File: config.mk
export PLATFORM = sky130hd
export DESIGN_NAME = memory_cycle
export DESIGN_NICKNAME = d
export VERILOG_FILES = /design/src/rtl/riscv_pkg.sv /design/src/rtl/memory_cycle.sv
export SDC_FILE = /design/constraint.sdc
export NUM_CORES = 1
export LEC_CHECK = 0
export CORE_AREA = 2 2 125 127
export CTS_CLUSTER_SIZE = 14
export DETAILED_ROUTE_END_ITERATION = 16
export DIE_AREA = 0 0 127 129
export GPL_TIMING_DRIVEN = 0
export PLACE_DENSITY = 0.66
export SYNTH_ARGS = -nofsm -noshare
export SYNTH_HDL_FRONTEND = slang
export SYNTH_SLANG_ARGS = --single-unit
File: constraint.sdc
create_clock -name clk -period 3.1 [get_ports clk]
set_input_delay 0.465 -clock clk [delete_from_list [all_inputs] [get_ports clk]]
set_output_delay 0.465 -clock clk [all_outputs]
set_load 0.1 [all_outputs]
File: src/rtl/riscv_pkg.sv
// Shared types for the RISC-V pipeline.
// Result-source encodings, M-stage FSM states and the M->W bundle.
package riscv_pkg;

    localparam logic [1:0] RESULT_ALU = 2'b00;
    localparam logic [1:0] RESULT_MEM = 2'b01;
    localparam logic [1:0] RESULT_PC4 = 2'b10;

    typedef enum logic [0:0] {
        M_IDLE = 1'b0,
        M_WAIT = 1'b1
    } mstate_t;

    typedef struct packed {
        logic        regwrite;
        logic [1:0]  resultsrc;
        logic [4:0]  rd;
        logic [31:0] alu;
        logic [31:0] rdata;
        logic [31:0] pc4;
    } mw_t;

endpackage

File: src/rtl/memory_cycle.sv
// M stage: word load/store over a req/ack data port with timeout,
// pipeline stall while pending, and the M->W pipeline register.
module memory_cycle
    import riscv_pkg::*;
#(
    parameter int unsigned TIMEOUT_CYCLES = 16
) (
    input  logic        clk,
    input  logic        rst,
    input  logic        RegWriteM,
    input  logic        MemWriteM,
    input  logic [1:0]  ResultSrcM,
    input  logic [4:0]  RD_M,
    input  logic [31:0] ALUResultM,
    input  logic [31:0] WriteDataM,
    input  logic [31:0] PCPlus4M,
    output logic        dmem_req,
    output logic        dmem_we,
    output logic [31:0] dmem_addr,
    output logic [31:0] dmem_wdata,
    input  logic [31:0] dmem_rdata,
    input  logic        dmem_ack,
    output logic        StallM,
    output logic        MemErrM,
    output logic        RegWriteW,
    output logic [1:0]  ResultSrcW,
    output logic [4:0]  RD_W,
    output logic [31:0] ALUResultW,
    output logic [31:0] ReadDataW,
    output logic [31:0] PCPlus4W,
    output logic [4:0]  RD_M_H,
    output logic        RegWriteM_H
);

    localparam int unsigned CW = (TIMEOUT_CYCLES > 2) ? $clog2(TIMEOUT_CYCLES) : 1;
    localparam logic [CW-1:0] CNT_LAST = CW'(TIMEOUT_CYCLES - 1);

    mstate_t       state_q, state_d;
    logic [CW-1:0] cnt_q, cnt_d;
    mw_t           w_q, w_d;

    logic access;
    logic is_load;
    logic in_wait;
    logic timeout;
    logic stall;

    always_comb begin
        access  = MemWriteM | (ResultSrcM == RESULT_MEM);
        is_load = ~MemWriteM & (ResultSrcM == RESULT_MEM);
        in_wait = (state_q == M_WAIT);
        timeout = in_wait & (cnt_q == CNT_LAST) & ~dmem_ack;
        stall   = access & ~dmem_ack & ~timeout;
    end

    // Reset masks the handshake so an abandoned access cannot leak out.
    assign dmem_req    = ~rst & (access | in_wait);
    assign StallM      = ~rst & stall;
    assign MemErrM     = ~rst & timeout;
    assign dmem_we     = MemWriteM;
    assign dmem_addr   = {ALUResultM[31:2], 2'b00};
    assign dmem_wdata  = WriteDataM;
    assign RD_M_H      = RD_M;
    assign RegWriteM_H = RegWriteM;

    always_comb begin
        state_d = state_q;
        cnt_d   = cnt_q;
        unique case (state_q)
            M_IDLE: begin
                if (access & ~dmem_ack) begin
                    state_d = M_WAIT;
                    cnt_d   = '0;
                end
            end
            M_WAIT: begin
                if (dmem_ack | timeout) begin
                    state_d = M_IDLE;
                end else begin
                    cnt_d = cnt_q + CW'(1);
                end
            end
        endcase
    end

    // Stall cycles push a bubble; timeout completes with zero load data.
    always_comb begin
        w_d = '0;
        if (!stall) begin
            w_d.regwrite  = RegWriteM;
            w_d.resultsrc = ResultSrcM;
            w_d.rd        = RD_M;
            w_d.alu       = ALUResultM;
            w_d.pc4       = PCPlus4M;
            w_d.rdata     = (is_load & dmem_ack) ? dmem_rdata : 32'h0;
        end
    end

    always_ff @(posedge clk) begin
        if (rst) begin
            state_q <= M_IDLE;
            cnt_q   <= '0;
            w_q     <= '0;
        end else begin
            state_q <= state_d;
            cnt_q   <= cnt_d;
            w_q     <= w_d;
        end
    end

    assign RegWriteW  = w_q.regwrite;
    assign ResultSrcW = w_q.resultsrc;
    assign RD_W       = w_q.rd;
    assign ALUResultW = w_q.alu;
    assign ReadDataW  = w_q.rdata;
    assign PCPlus4W   = w_q.pc4;

endmodule

After elaboration in Yosys (flattened, before gate mapping):

Index checks and enable logic that the tools add are counted.

* flip-flop bits (word level): 109

* add/subtract/negate cells: 1
* eq/ne operators: 4
* mux-type cells: 6
* bitwise operators: 18
* reductions and logical operators: 3

Operators with widths (count)
* 1-bit AND: 9
* 4-bit two-way mux: 2
* 4-bit one-hot mux with 2 select lines: 1
* 1-bit inverter: 6
* 4-bit by 1-bit adder with 4-bit output, second input constant: 1
* 4-bit == test, second input constant: 1
* 2-bit inequality test, second input constant: 2
* 1-bit OR: 3
* 3-bit OR reduction: 1
* 2-bit by 1-bit == test with 1-bit output, second input constant: 1
* 1-bit two-way mux: 2
* 1-bit one-hot mux with 2 select lines: 1
* 2-bit AND reduction: 1
* 2-bit OR reduction: 1

Longest topological paths before layout:

Gate-level depths: netlist (run 1).

* depth in word-level cells: 6
* mapped depth: 6
* gate-level depth less buffers: 4

Least setup slack after synthesis (run 1):

OpenSTA, ideal clock, no wires.

* kind: input port to output port
* start: input rst
* end: output MemErrM
* arrival time: 3.695 ns
* required time: 2.635 ns
* setup slack: -1.060 ns
* stages on the path: 3
* cell sequence: buf_2 -> or2b_1 -> nor4_1

* cells in the longest elaborated chain, start to end: 2

RTL lines
* start, declared: line memory_cycle.sv:9 `input logic rst,`
* 1-bit inverter: line memory_cycle.sv:59 `assign MemErrM = ~rst & timeout;`
* 1-bit AND: line memory_cycle.sv:59
* end, declared: line memory_cycle.sv:24 `output logic MemErrM,`

Every way passes these cells.

Worst setup path in the final report (run 1):

* start: input dmem_ack
* end: output MemErrM

* cells in the longest elaborated chain, start to end: 3

RTL lines
* start, declared: line memory_cycle.sv:22 `input logic dmem_ack,`
* 1-bit inverter: line memory_cycle.sv:52 `timeout = in_wait & (cnt_q == CNT_LAST) & ~dmem_ack;`
* 1-bit AND: line memory_cycle.sv:52
* 1-bit AND: line memory_cycle.sv:59

Every way passes these cells.

==> results of run 1 <==
-- synthesized netlist by cell type, drive strengths merged --
master / n
nor3: 1
o21ai: 1
dfxtp: 109
a21oi: 2
buf: 82
clkbuf: 9
o32ai: 2
nand2: 2
nor4b: 1
a41o: 1
nand2b: 3
inv: 4
mux2i: 1
nand3: 2
a31oi: 2
a211oi: 1
and2: 33
conb: 1
nor2: 4
or4b: 1
nor4: 1
or2b: 1
and4bb: 1
nor3b: 72
ha: 1
-- report_power, final --
group / internal, mW / switching, mW
Clock: 0.647 / 0.496
Combinational: 0.384 / 0.905
Sequential: 1.45 / 0.0154
Total: 2.49 / 1.42
-- layer usage --
metal,global-route usage,vias up,wire length [um]
met5,0,-,0
met2,0.259,190,6230
met4,0.0653,0,240
li1,-,1625,-
met1,0.132,1502,3950
met3,0.0703,14,1550
-- final cells by class --
class,instances,area (um2)
plain buffers,91,671
multi-input cells,135,986
well taps,188,235
clock buffers,12,246
inverters,4,15.0
repair buffers,282,2820
clock inverters,4,47.5
fillers,1352,7770
flip-flops and latches,109,2180
-- metrics by stage --
stage / utilization / hold slack [ns]
2_1_floorplan: - / 0.468
3_3_place_gp: 0.461 / 0.482
3_5_place_dp: 0.461 / 0.505
4_1_cts: 0.481 / 0.516
5_1_grt: 0.481 / 0.554
6_report: 0.481 / 0.513
-- how the worst max path moves through the flow --
stage,endpoint,slack (ns),depth (start not counted)
floorplan,MemErrM,0.12,3
global placement,StallM,-0.11,5
detailed placement,StallM,-0.10,5
CTS,dmem_req,0.02,5
global route,MemErrM,0.03,4
finish,MemErrM,0.1,3
-- worst min-delay path: stages, from the launching register on --
cell	delay (ns)
dfxtp_1	0.34
nand2b_1	0.08
o21ai_1	0.05
-- placed cells by master (no fill, tap or decap), types with 2 or more instances in the layout --
master and n:
nand2b_1 2, buf_2 2, conb_1 2, inv_1 4, clkbuf_16 9, nor2_1 4, nand3_1 2, nor3b_1 72
clkinv_2 2, dfxtp_1 109, nand2_1 2, clkbuf_1 11, o32ai_1 2, a31oi_1 2, clkdlybuf4s50_1 280, buf_6 8
and2_1 33, buf_4 71
-- logic make-up (layout without fill, tap and decap cells) --
family | Yosys count | count (layout)
compound gates | 9 | 9
fa+ha+maj | 1 | 1
buf+inv | 95 | 393
flops | 109 | 109
mux | 1 | 1
other cells | 1 | 2
simple gates | 122 | 122
-- sequential cells by signal, summed over array words and instances (netlist names) --
| register | count |
|---|---|
| ReadDataW | 32 |
| cnt_q | 4 |
| in_wait | 1 |
| ALUResultW | 32 |
| ResultSrcW | 2 |
| RegWriteW | 1 |
| RD_W | 5 |
| PCPlus4W | 32 |
==> results by group, run 1 <==
Outcome
  • Status: complete, no violations

Logic synthesis
  • Mux share of post-synthesis cell area: 0.00261
  • Syn Inst Count: 338
  • Top post-synthesis cells by area: dfxtp_1 57%, nor3b_1 14%, buf_4 14%
  • Synth Area in Simple Gates: 0.227
  • Library cells used by synthesis: 30
  • #FFs+latches synth: 109
  • Synth Area in XOR/XNOR: 0
  • Compound-Gate Fraction of Synth Area: 0.0192
  • Post-Synth Adder-Cell Area: 0.00326
  • Cell taking the most area after synthesis: dfxtp_1
  • Largest family of logic cells by synthesized area: simple AND/OR/NAND/NOR gates
  • Yosys Warn Count: 0
  • Mean Syn Cell Area: 11.4 um2
  • Share of the yosys chip area belonging to registers: 0.568
  • Post-synth top area share: 0.568
  • Post-Syn Area: 3840 um2

Worst hold path
  • Worst min path class: flip-flop to flip-flop
  • WHS Path Cells: 2
  • Hold Path End: cnt_q[0]
  • Hold Crit Start: cnt_q[0]

STA
  • Fin crit period: 3.00 ns
  • F_max: 333 MHz
  • Final Worst Setup Slack: 0.0958 ns
  • Max Slew Vio Count: 0
  • Tcrit/Tclk final: 0.969
  • Worst-Margin Slew: 1.04 ns
  • Setup Skew: 0.00416 ns
  • Slew HR: 0.304
  • Post-route setup TNS: 0 ns
  • Setup violations, final: 0
  • RSZ-0062 raised after global routing: false
  • Hold Vio Cnt, Final: 0

Setup path
  • Crit path kind: input port to output pin
  • WP buf/inv: 2
  • CP cell instances: clkdlybuf4s50_1 > nor4_2 > clkdlybuf4s50_1
  • Worst setup SP type: input port
  • CP arrival: 2.54 ns
  • Worst r2r path cells: 6
  • R2R Setup Slk: 1.36 ns
  • Launch point of the worst reg-to-reg path: cnt_q[0]
  • Critical path endpoint category: output pin
  • Reg2reg end: PCPlus4W[24]
  • Critical path's most frequent cell: clkdlybuf4s50_1
  • Req. time, crit path: 2.63 ns
  • CP delay by family, top: buffers and inverters
  • Critical path's slowest cell: clkdlybuf4s50_1
  • Max stage delay on crit path: 1.23 ns
  • Critical path fanouts, max: 5
  • CP Launch Point: dmem_ack

Global routing
  • Grt total ovfl: 0
  • Initial antenna violation count: 0
  • Pin count of the biggest net entering global routing: 17
  • Vias in the first global route: 3,406
  • First-pass GRT wire length: 17,600 um
  • Tot GR Track Use: 0.141

Finish
  • Design Area, Final: 7210 um2
  • Area Growth Syn to Fin: 87.7%
  • Layout cells sized above 1: 0.159
  • Final nets: 773
  • ANT cells: 0
  • Non-filler cells, final: 825

Clock network
  • Clk sinks: 109
  • Clk_lat worst skew: 0.34 ns
  • Post-cts resize count: 1
  • Clock-pin slew on the worst setup and hold paths: 0.07 ns
  • Post-CTS Setup Inserts: 0
  • Max clock buf depth: 2
  • TritonCTS clock tree: yes
  • CTS Hold Buffers Added: 0
  • Num CTS Buffers: 9
  • Root Buffer: clkbuf_16
  • H-tree depth: 3

Die
  • Die ar.: 16,400 um2
  • Initial Util: 0.256
  • Die W: 127 um
  • I/O Pins: 318
  • Row Count: 45
  • Die height: 129 um
  • Core ar.: 15,000 um2

Placement
  • Final Wtd Congestion: 0.814
  • Area of placed instances: 6910 um2
  • Number of port buffers: 282
  • Placed insts: 809
  • Pre-CTS WS: -0.103 ns
  • Post-DP HPWL: 9760 um

Route
  • WL/cell: 14.5 um
  • Drt pass-1 iters: 4
  • Antenna viol nets, final: 0
  • Drt total wl: 12,000 um
  • Via count: 3,331
  • Vias per cell: 4.04
  • Initial DRC count: 51
  • Post-route DRC: 0

Flow run
  • Maxcap violations: 0

Power and ir drop
  • Worst VDD drop: 0.270 mV
  • Pwr/cell area: 541 nW/um2
  • Overall Power: 3.90 mW
  • Leakage: 2.82 nW
Power figures use the tool's default switching activity.
==> inputs of run 2 (changes only) <==
--- a/config.mk
+++ b/config.mk
@@ -10,7 +10,7 @@
 export DETAILED_ROUTE_END_ITERATION = 16
 export DIE_AREA = 0 0 127 129
 export GPL_TIMING_DRIVEN = 0
-export PLACE_DENSITY = 0.66
+export PLACE_DENSITY = 0.72
 export SYNTH_ARGS = -nofsm -noshare
 export SYNTH_HDL_FRONTEND = slang
 export SYNTH_SLANG_ARGS = --single-unit
==> run 2 against run 1 <==
Compared with the run above:
- global-route usage down 0.49 points
- critical path type unchanged
- clock-buffer cell count unchanged
- wire length down 3.1%
- clock power about the same
- largest power group unchanged
- sequential share of layout area up 0.053 points
==> results by group, run 2 (same netlist as run 1, synthesis figures left out) <==
Outcome
  • Status: complete, no violations

Route
  • Drt pass-1 iters: 4 (unchanged)
  • Post-route DRC: 0 (unchanged)
  • Vias per cell: 4.04 (+0.18%)
  • Antenna viol nets, final: 0 (unchanged)
  • Drt total wl: 11,600 um (-3.1%)
  • Initial DRC count: 122 (+140%)
  • Via count: 3,329 (-0.060%)
  • WL/cell: 14.1 um (-2.9%)

STA
  • Setup Skew: 0.00301 ns (-0.00115 ns)
  • Fin crit period: 2.97 ns (-0.0356 ns)
  • Final Worst Setup Slack: 0.131 ns (+0.0356 ns)
  • Post-route setup TNS: 0 ns (unchanged)
  • Tcrit/Tclk final: 0.958 (-0.0115)
  • Setup violations, final: 0 (unchanged)
  • RSZ-0062 raised after global routing: false
  • Hold Vio Cnt, Final: 0 (unchanged)
  • Hold_ws: 0.507 ns (-0.00619 ns)
  • Max Slew Vio Count: 0 (unchanged)
  • Slew HR: 0.318 (+0.0135)
  • Worst-Margin Slew: 1.02 ns (-0.0202 ns)
  • F_max: 337 MHz (+1.2%)

Setup path
  • Worst r2r path cells: 6 (unchanged)
  • Worst setup SP type: input port
  • Critical path endpoint category: output pin
  • Critical path fanouts, max: 5 (unchanged)
  • Req. time, crit path: 2.63 ns (about the same)
  • Crit path kind: input port to output pin
  • CP arrival: 2.50 ns (-0.04 ns)

Clock network
  • Max clock buf depth: 2 (unchanged)
  • Clock-pin slew on the worst setup and hold paths: 0.06 ns (about the same)
  • Num CTS Buffers: 9 (unchanged)
  • Root Buffer: clkbuf_16
  • Clk_lat worst skew: 0.34 ns (about the same)
  • H-tree depth: 3 (unchanged)
  • TritonCTS clock tree: yes
  • Clk sinks: 109 (unchanged)

Die
  • Die height: 129 um (unchanged)
  • Initial Util: 0.256 (unchanged)
  • I/O Pins: 318 (unchanged)
  • Core ar.: 15,000 um2 (unchanged)
  • Row Count: 45 (unchanged)
  • Die W: 127 um (unchanged)
  • Die ar.: 16,400 um2 (unchanged)

Placement
  • Pre-CTS WS: -0.106 ns (-0.00248 ns)
  • Number of port buffers: 282 (unchanged)
  • Post-DP HPWL: 9550 um (-2.2%)
  • Area of placed instances: 6910 um2 (unchanged)
  • Placed insts: 809 (unchanged)
  • Final Wtd Congestion: 0.758 (-6.8%)

Power and ir drop
  • Worst VDD drop: 0.236 mV (-12%)
  • Pwr/cell area: 538 nW/um2 (-0.58%)
  • Leakage: 2.81 nW (-0.14%)

Global routing
  • Grt total ovfl: 0 (unchanged)
  • First-pass GRT wire length: 17,200 um (-2.7%)
  • Pin count of the biggest net entering global routing: 16 (-1)
  • Vias in the first global route: 3,351 (-1.6%)
  • Initial antenna violation count: 0 (unchanged)
  • Tot GR Track Use: 0.136 (-0.00489)

Finish
  • Most common cell after layout, fill and taps aside: clkdlybuf4s50_1
  • ANT cells: 0 (unchanged)
  • Layout cells sized above 1: 0.156 (-0.00265)
  • Commonest cells after routing, fill and taps aside: 280 x clkdlybuf4s50_1, 109 x dfxtp_1, 72 x nor3b_1
  • Area Growth Syn to Fin: 87.4%
  • Final nets: 773 (unchanged)
  • Footprint of the multi-input gates: 986 um2 (unchanged)
  • Non-filler cells, final: 823 (-0.24%)
  • Fillers: 1,361 (+0.67%)
  • Design Area, Final: 7190 um2 (-0.17%)
  • Register area: 2180 um2 (unchanged)

Worst hold path
  • WHS Path Cells: 2 (unchanged)
  • Worst min path class: flip-flop to flip-flop

Flow run
  • Maxcap violations: 0 (unchanged)
[run 2: changes by cell type in the layout (fill, tap and decap cells not counted), sizes merged]
cell      delta
clkinv       -1
clkinvlp     -1
[run 2: through the flow]
| step | power [mW] | util |
|---|---|---|
| 5_1_grt | 4.01 | 0.480 |
| 4_1_cts | 3.93 | 0.480 |
| 2_1_floorplan | 2.43 | - |
| 3_3_place_gp | 2.79 | 0.461 |
| 6_report | 3.87 | 0.480 |
| 3_5_place_dp | 2.80 | 0.461 |
[run 2: layout make-up]
type	instances	share of cell area
multi-input cells	135	0.137
plain buffers	91	0.0932
clock inverters	2	0.00487
inverters	4	0.00209
clock buffers	12	0.0343
flip-flops and latches	109	0.303
well taps	188	0.0327
repair buffers	282	0.393
[run 2: final timing paths]
check	end	from	slack, ns
setup reg to reg	PCPlus4W[22]	cnt_q[0]	1.36
setup / recovery	MemErrM	dmem_ack	0.13
hold reg to reg	cnt_q[0]	cnt_q[0]	0.51
hold / removal	cnt_q[0]	cnt_q[0]	0.51
[run 2: repair_timing]
| item | CTS | global route |
|---|---|---|
| setup buffers | 0 | 0 |
| endpoints found under the setup margin | 1 | 1 |
| pin swaps | 0 | 0 |
| hold buffers | 0 | 0 |
| gates resized for setup | 1 | 1 |
[run 2: metal layers]
| layer | routed length (um) | global-route usage | part of all wire | vias up |
|---|---|---|---|---|
| li1 | - | - | - | 1620 |
| met1 | 4190 | 0.142 | 0.36 | 1496 |
| met2 | 5930 | 0.243 | 0.51 | 197 |
| met3 | 1230 | 0.0553 | 0.11 | 16 |
| met4 | 236 | 0.0601 | 0.020 | 0 |
| met5 | 0 | 0 | 0 | - |
[run 2: power breakdown]
group	internal [mW]	switching (mW)
Combinational	0.384	0.906
Clock	0.639	0.473
Sequential	1.46	0.0155
[run 2: critical path: stages]
cell	delay (ns)
clkdlybuf4s50_1	0.52
nor4_2	0.31
clkdlybuf4s50_1	1.19
==> inputs of run 3 (changes only) <==
--- a/config.mk
+++ b/config.mk
@@ -6,6 +6,7 @@
 export NUM_CORES = 1
 export LEC_CHECK = 0
 export CORE_AREA = 2 2 125 127
+export CTS_BUF_LIST = sky130_fd_sc_hd__clkbuf_16
 export CTS_CLUSTER_SIZE = 14
 export DETAILED_ROUTE_END_ITERATION = 16
 export DIE_AREA = 0 0 127 129
==> run 3 against run 2 <==
Compared with the run above:
- clock skew increased by 0.0012 ns
- power decreased by 0.87%
- sequential share of layout area about the same
- setup slack improved by 0.0044 ns
- final cell count unchanged
- fmax increased by 0.15%
- combinational power about the same
- critical endpoint unchanged
==> results by group, run 3 (same netlist as run 1, synthesis figures left out) <==
Power and ir drop
  • Pint: 2.45 mW (-1.3%)
  • Clk network pwr share: 0.281 (-0.006)
  • Sw Ratio: 0.363 (+0.00256)
  • Overall Power: 3.84 mW (-0.87%)
  • Leakage: 2.81 nW (about the same)
  • Pwr/cell area: 534 nW/um2 (-0.74%)
  • Flop pwr share: 0.383 (+0.003)
  • Gate power share: 0.336 (+0.003)
  • Worst VDD drop: 0.237 mV (about the same)
  • Sw power: 1.39 mW (-0.17%)

Setup path
  • Worst r2r path cells: 6 (unchanged)
  • Critical path endpoint category: output pin
  • Launch point of the worst reg-to-reg path: cnt_q[0]
  • Critical path fanouts, max: 5 (unchanged)
  • CP Launch Point: dmem_ack
  • Req. time, crit path: 2.63 ns (about the same)
  • Crit path kind: input port to output pin
  • Reg2reg end: PCPlus4W[22]
  • CP arrival: 2.50 ns (about the same)
  • Worst setup SP type: input port
  • R2R Setup Slk: 1.36 ns (about the same)

STA
  • Final Worst Setup Slack: 0.136 ns (+0.00438 ns)
  • Fin crit period: 2.96 ns (-0.00438 ns)
  • RSZ-0062 raised after global routing: false
  • Tcrit/Tclk final: 0.956 (-0.00141)
  • Hold Vio Cnt, Final: 0 (unchanged)
  • Slew HR: 0.318 (unchanged)
  • Setup Skew: 0.00419 ns (+0.00118 ns)
  • Max Slew Vio Count: 0 (unchanged)
  • F_max: 337 MHz (+0.15%)
  • Hold_ws: 0.509 ns (+0.00217 ns)
  • Post-route setup TNS: 0 ns (unchanged)
  • Worst-Margin Slew: 1.02 ns (unchanged)
  • Setup violations, final: 0 (unchanged)

Die
  • Die ar.: 16,400 um2 (unchanged)
  • I/O Pins: 318 (unchanged)
  • Initial Util: 0.256 (unchanged)
  • Core ar.: 15,000 um2 (unchanged)
  • Die W: 127 um (unchanged)
  • Row Count: 45 (unchanged)
  • Die height: 129 um (unchanged)

Finish
  • Area Growth Syn to Fin: 87.2%
  • ANT cells: 0 (unchanged)
  • Fillers: 1,362 (+0.073%)
  • Design Area, Final: 7180 um2 (-0.14%)
  • Commonest cells after routing, fill and taps aside: 280 x clkdlybuf4s50_1, 109 x dfxtp_1, 72 x nor3b_1
  • Layout cells sized above 1: 0.154 (-0.00157)
  • Final nets: 773 (unchanged)
  • Most common cell after layout, fill and taps aside: clkdlybuf4s50_1

Placement
  • Number of port buffers: 282 (unchanged)
  • Final Wtd Congestion: 0.758 (unchanged)
  • Pre-CTS WS: -0.106 ns (unchanged)
  • Area of placed instances: 6910 um2 (unchanged)
  • Post-DP HPWL: 9550 um (unchanged)

Route
  • Antenna viol nets, final: 0 (unchanged)
  • Initial DRC count: 140 (+15%)
  • Vias per cell: 4.05 (+0.18%)
  • Post-route DRC: 0 (unchanged)
  • Via count: 3,335 (+0.18%)
  • Drt pass-1 iters: 4 (unchanged)
  • Drt total wl: 11,600 um (about the same)
  • WL/cell: 14.1 um (about the same)

Global routing
  • Vias in the first global route: 3,348 (-0.090%)
  • Grt total ovfl: 0 (unchanged)
  • First-pass GRT wire length: 17,200 um (unchanged)
  • Initial antenna violation count: 0 (unchanged)
  • Pin count of the biggest net entering global routing: 16 (unchanged)
  • Tot GR Track Use: 0.136 (unchanged)

Worst hold path
  • Hold Path End: cnt_q[0]
  • Hold Crit Start: cnt_q[0]
  • WHS Path Cells: 2 (unchanged)
  • Worst min path class: flip-flop to flip-flop

Flow run
  • Maxcap violations: 0 (unchanged)

Clock network
  • Num CTS Buffers: 9 (unchanged)
  • CTS Hold Buffers Added: 0 (unchanged)
  • Max clock buf depth: 2 (unchanged)
  • Root Buffer: clkbuf_16
  • Post-CTS Setup Inserts: 0 (unchanged)
  • Clk sinks: 109 (unchanged)
  • H-tree depth: 3 (unchanged)
  • TritonCTS clock tree: yes
  • Clock-pin slew on the worst setup and hold paths: 0.06 ns (about the same)
  • Clk_lat worst skew: 0.34 ns (about the same)

Outcome
  • Status: complete, no violations
run 3: power by group through the flow:
stage / Combinational (mW) / Clock (mW) / Sequential [mW]
3_5_place_dp: 1.30 / 0 / 1.50
4_1_cts: 1.30 / 1.13 / 1.47
2_1_floorplan: 0.538 / 0 / 1.90
3_3_place_gp: 1.29 / 0 / 1.50
5_1_grt: 1.33 / 1.17 / 1.48
6_report: 1.29 / 1.08 / 1.47
run 3: per-stage QoR:
step / util / instances
2_1_floorplan: - / 339
3_3_place_gp: 0.461 / 809
3_5_place_dp: 0.461 / 809
4_1_cts: 0.480 / 823
5_1_grt: 0.480 / 823
6_report: 0.480 / 823
run 3: final cells by class:
class                      count  area, um2  area share
buffer                        91        671      0.0933
clock buffer                   9        225      0.0313
multi-input combinational    135        986       0.137
clock inverter                 5       46.3     0.00644
tap                          188        235      0.0327
sequential                   109       2180       0.304
timing repair buffer         282       2820       0.393
inverter                       4       15.0     0.00209
run 3: worst max-delay path by stage:
stage | slack, ns | end | depth (start not counted)
4_1_cts | 0.05 | dmem_req | 5
5_1_grt | 0.1 | MemErrM | 3
2_1_floorplan | 0.12 | MemErrM | 3
3_3_place_gp | -0.09 | StallM | 5
3_5_place_dp | -0.11 | StallM | 5
6_report | 0.14 | MemErrM | 3
run 3: per-layer routing:
| layer | share of wire | vias up | track usage |
|---|---|---|---|
| met4 | 0.020 | 0 | 0.0601 |
| li1 | - | 1620 | - |
| met3 | 0.11 | 16 | 0.0553 |
| met1 | 0.36 | 1502 | 0.142 |
| met5 | 0 | - | 0 |
| met2 | 0.51 | 197 | 0.243 |
run 3: critical path, cell delays in order:
cell	delay, ns
clkdlybuf4s50_1	0.52
nor4_2	0.31
clkdlybuf4s50_1	1.19
run 3: what timing repair did:
item	CTS	global route
cloned	0	0
endpoints found under the setup margin	1	1
resized for setup	1	1
